File: config.mk
export PLATFORM = sky130hd
export DESIGN_NAME = cdb_arbiter
export DESIGN_NICKNAME = d
export VERILOG_FILES = /design/src/rtl/expipe_pkg.sv /design/src/rtl/cdb_arbiter.sv
export SDC_FILE = /design/constraint.sdc
export NUM_CORES = 1
export LEC_CHECK = 0
export ABC_AREA = 1
export CAP_MARGIN = 15
export CORE_ASPECT_RATIO = 1.2
export CORE_MARGIN = 4
export CORE_UTILIZATION = 43
export DETAILED_ROUTE_END_ITERATION = 16
export GPL_ROUTABILITY_DRIVEN = 0
export GPL_TIMING_DRIVEN = 0
export PLACE_DENSITY = 0.87
export SLEW_MARGIN = 20
export SYNTH_ARGS = -nofsm -noshare
export SYNTH_HDL_FRONTEND = slang
export SYNTH_SLANG_ARGS = --single-unit
export TNS_END_PERCENT = 10
File: constraint.sdc
create_clock -name clk_i -period 5.4 [get_ports clk_i]
set_clock_uncertainty 0.2 [all_clocks]
set_input_delay 1.62 -clock clk_i [delete_from_list [all_inputs] [get_ports clk_i]]
set_output_delay 1.62 -clock clk_i [all_outputs]
set_load 0.05 [all_outputs]
File: src/rtl/expipe_pkg.sv
// Shared execution-pipeline types: CDB payload layout and EU count.
package expipe_pkg;

  localparam int unsigned EU_N      = 4;
  localparam int unsigned ROB_IDX_W = 5;
  localparam int unsigned XLEN      = 32;
  localparam int unsigned EXCEPT_W  = 5;

  typedef struct packed {
    logic [ROB_IDX_W-1:0] rob_idx;
    logic [XLEN-1:0]      res_value;
    logic                 except_raised;
    logic [EXCEPT_W-1:0]  except_code;
  } cdb_data_t;

endpackage

File: src/rtl/cdb_arbiter.sv
// Round-robin arbiter of EU results onto the CDB with a one-slot output register.
// Optional LEN5_CDB_EXCEPT_PRIO_EN: excepting results win over normal ones.
module cdb_arbiter #(
  parameter int unsigned N_EU  = expipe_pkg::EU_N,
  parameter int unsigned PTR_W = $clog2(N_EU)
) (
  input  logic                  clk_i,
  input  logic                  rst_ni,
  input  logic                  flush_i,
  input  logic [N_EU-1:0]       eu_valid_i,
  output logic [N_EU-1:0]       eu_ready_o,
  input  expipe_pkg::cdb_data_t eu_data_i [N_EU],
  output logic                  cdb_valid_o,
  input  logic                  cdb_ready_i,
  output expipe_pkg::cdb_data_t cdb_data_o,
  output logic [PTR_W-1:0]      cdb_grant_idx_o
);

  logic                  r_valid;
  expipe_pkg::cdb_data_t r_data;
  logic [PTR_W-1:0]      r_idx;
  logic [PTR_W-1:0]      r_ptr;

  logic                  w_slot_free;
  logic                  w_grant_vld;
  logic [PTR_W-1:0]      w_grant_idx;
  logic [N_EU-1:0]       w_ready;
  logic                  w_fire;
  logic [PTR_W-1:0]      w_order [N_EU];

  // w_order[i] is the EU with the i-th highest priority, starting at ptr+1.
  always_comb begin
    for (int unsigned i = 0; i < N_EU; i++) begin
      w_order[i] = PTR_W'((32'(r_ptr) + i + 32'd1) % N_EU);
    end
  end

  always_comb begin
    w_grant_vld = 1'b0;
    w_grant_idx = '0;
`ifdef LEN5_CDB_EXCEPT_PRIO_EN
    for (int unsigned i = 0; i < N_EU; i++) begin
      if (!w_grant_vld && eu_valid_i[w_order[i]] && eu_data_i[w_order[i]].except_raised) begin
        w_grant_vld = 1'b1;
        w_grant_idx = w_order[i];
      end
    end
`endif
    for (int unsigned i = 0; i < N_EU; i++) begin
      if (!w_grant_vld && eu_valid_i[w_order[i]]) begin
        w_grant_vld = 1'b1;
        w_grant_idx = w_order[i];
      end
    end
  end

  assign w_slot_free = !r_valid || cdb_ready_i;

  always_comb begin
    w_ready = '0;
    if (rst_ni && w_slot_free && !flush_i && w_grant_vld) begin
      w_ready[w_grant_idx] = 1'b1;
    end
  end

  assign w_fire = |w_ready;

  always_ff @(posedge clk_i or negedge rst_ni) begin
    if (!rst_ni) begin
      r_valid <= 1'b0;
      r_data  <= '0;
      r_idx   <= '0;
      r_ptr   <= PTR_W'(N_EU - 1);
    end else if (flush_i) begin
      r_valid <= 1'b0;
    end else if (w_fire) begin
      r_valid <= 1'b1;
      r_data  <= eu_data_i[w_grant_idx];
      r_idx   <= w_grant_idx;
      r_ptr   <= w_grant_idx;
    end else if (w_slot_free) begin
      r_valid <= 1'b0;
    end
  end

  assign eu_ready_o      = w_ready;
  assign cdb_valid_o     = r_valid;
  assign cdb_data_o      = r_data;
  assign cdb_grant_idx_o = r_idx;

endmodule
==> results.toml <==
[synth]
async_flop_share_pct = 100.0
synth.most_common_cell = "nand2_1"
ys_seq_elements = 48
synthTopCellsByArea = "nand2_1, dfrtp_1, nand4_1"
yosysTopAreaCell = "nand2_1"
avgSynthCellArea_um2 = 5.935
synth_edf_count = 0
ys_types = 23
yosysTopAreaCellShare_pct = 34.37
synth_cells = 725
synth.top_cells.by_count = "nand2_1, nand3_1, nand4_1, dfrtp_1, buf_2"
yosysSeqAreaShare_pct = 27.97
yosysWarnings = 0
syn_area_um2 = 4303
synth-main-ff-cell = "dfrtp_1"
syn_nets = 905

[setup_path]
cp.required_ns = 3.58
cp.depth = 13
r2r_cells = 17
critPathMaxFanout = 10
critPathTopFamily = "simple AND/OR/NAND/NOR gates"
critical_path_class = "in -> out"
cpMaxStageDelayCell = "dlygate4sd2_1"
worst_setup_path_start_kind = "input port"
path_cells = "dlygate4sd2_1, nand2_1, nand2_1, nand2_2, nand2_4, nor2_4, nand4_4, buf_8, buf_6, nand2_2, inv_2, nor3_4, buf_6"
cpPeakStageDelay_ns = 0.27
worstPathArrival_ns = 3.37
cp.buffers_inverters = 5
end_kind = "output port"

[layout]
drive_gt1_share_pct = 9.845
finalNetCount = 1144
area_delta_synth_final_pct = 62.26
antenna_cells = 0
final_core_util_pct = 72.26
fin_area_um2 = 6982

[power_and_ir_drop]
p_sw_share_pct = 57.91
p_sw_uw = 3189
ir_drop_mv = 0.4186
comb_power_share_pct = 82.8
pwr-share-seq_pct = 11.3
clkPwrFrac_pct = 5.9
p_leak_uw = 0.003588
p_int_uw = 2318
powerDensity_nw_per_um2 = 788.7

[clocking]
root_buffer = "clkbuf_16"
hold_buffers = 0
cts.sinks = 48
htreeDepth = 2
clkTransAtPathRegs_ns = 0.07
clk_latency_ns = 0.29
numCtsBuffers = 5
clock_path_buffers = 2
cts_tree = "yes"

[floorplan]
rows = 39
floorplan.initialDensity_pct = 44.54
die_w_um = 99.32
die_area_um2 = 11680
ios = 230
fp.dieH_um = 117.6
core-area_um2 = 9662

[place]
place_ws_ns = -0.8001
dpl_cell_area_um2 = 6751
dp.final_hpwl_um = 13660
port_buffers = 229

[global_route]
grt_max_degree = 50
grt_pass1_wl_um = 28140
grt_use_met3_pct = 5.572
top_usage_layer = "met2"
grt_use_met2_pct = 51.05
grt_pass1_vias = 5706
grt_use_total_pct = 29.66
antenna_found_initial = 0
use_met1_pct = 35.76
gr-total-overflow = 0

[drt]
vias = 5875
drt-pass1-iter-count = 7
totalWireLength_um = 17950
vias_per_cell = 5.400
antenna_left = 0
drt_iter0_drc = 326
drc_errors = 0
wire_per_inst_um = 16.50

[sta]
max_freq_mhz = 192.5
fin_ws_ns = 0.2065
relSlewSlack_pct = 55.26
fin_crit_sh_pct = 96.18
fin_crit_ns = 5.194
fin_setup_tns_ns = 0
rsz0062_at_grt = "no"
tightest_slew_ns = 0.6712
whs_ns = 0.2766
setup_violations = 0
hold_violations = 0
slew_viol_final = 0

[hold_path]
hold_class = "reg -> reg"
holdPathStages = 2

[run]
maxCapViolations = 0

[outcome]
status = "finished clean"
per-layer routing:
metal  wire length (um)  vias to the layer above
met5                  0                        -
met2               8802                      297
met4                639                        0
met3               1594                       41
met1               6914                     2666
li1                   -                     2871
per-stage QoR:
step | std cells | power, uW
2_1_floorplan | 725 | 3807
3_3_place_gp | 1077 | 4988
3_5_place_dp | 1077 | 5033
4_1_cts | 1085 | 5384
5_1_grt | 1088 | 5990
6_report | 1088 | 5507
worst reg2reg max path, cell delays in order (launching register included):
cell	delay [ns]
dfstp_2	0.55
inv_2	0.06
buf_6	0.14
nand2_2	0.06
nand2_1	0.08
nand2_1	0.08
nand2_2	0.08
nor2_4	0.19
nand4_4	0.13
buf_4	0.16
buf_4	0.14
clkbuf_1	0.24
nand3_1	0.17
nand2_1	0.07
nand2_1	0.06
nand2_1	0.05
nand2_1	0.06
nand2_1	0.06
state kept, by name, indices dropped and copies added (netlist names):
name / flops
r_ptr: 2
cdb_valid_o: 1
cdb_data_o: 43
cdb_grant_idx_o: 2
logic make-up (layout without fill, tap and decap cells):
kind of cell / count (synthesis) / in the layout / synth area share, %
AND/OR/NAND/NOR: 593 / 593 / 61.04
buffers and inverters: 78 / 318 / 10.29
flip-flops: 48 / 48 / 27.97
AO/OA/AOI/OAI: 6 / 6 / 0.6979
power by group through the flow:
stage               clock network, uW  logic (uW)  registers [uW]
floorplan                           0        2670            1130
global placement                    0        4370             622
detailed placement                  0        4410             627
CTS                               328        4430             624
global route                      341        5000             647
finish                            324        4560             625
final cells by class:
| type | count | area (um^2) |
|---|---|---|
| sequential | 48 | 1204 |
| buffer | 63 | 396.6 |
| timing repair buffer | 235 | 2346 |
| fill | 835 | 2680 |
| clock buffer | 8 | 146.4 |
| inverter | 12 | 45.04 |
| multi-input combinational | 599 | 2690 |
| tap | 123 | 153.9 |
layout by cell type, fill, tap and decap left out, drive strengths merged:
cell           count
dlygate4sd2        1
buf               60
dfstp              2
clkdlybuf4s50    220
o21ai              4
a21oi              2
nand3             92
dfrtp             46
nor2               8
inv               12
nand4             89
clkbuf            22
dlymetal6s2s       3
nor3               1
nand2            403
timing repair:
item / 4_1_cts / 5_1_grt
setup endpoints to repair: 4 / 4
cloned: 0 / 0
pin swaps: 1 / 3
buffers inserted: 2 / 4
resized for setup: 31 / 16
worst paths after layout:
kind | startpoint | endpoint | slack, ns
hold / removal | cdb_data_o[14] | cdb_data_o[14] | 0.28
setup / recovery | eu_valid_i[2] | eu_ready_o[0] | 0.21
setup reg to reg | r_ptr[0] | cdb_data_o[3] | 2.70
min in group asynchronous | rst_ni | cdb_data_o[7] | 1.15
max in group asynchronous | rst_ni | cdb_data_o[24] | 3.39
hold reg to reg | cdb_data_o[14] | cdb_data_o[14] | 0.28
No activity file was read; power rests on OpenSTA's default activity.
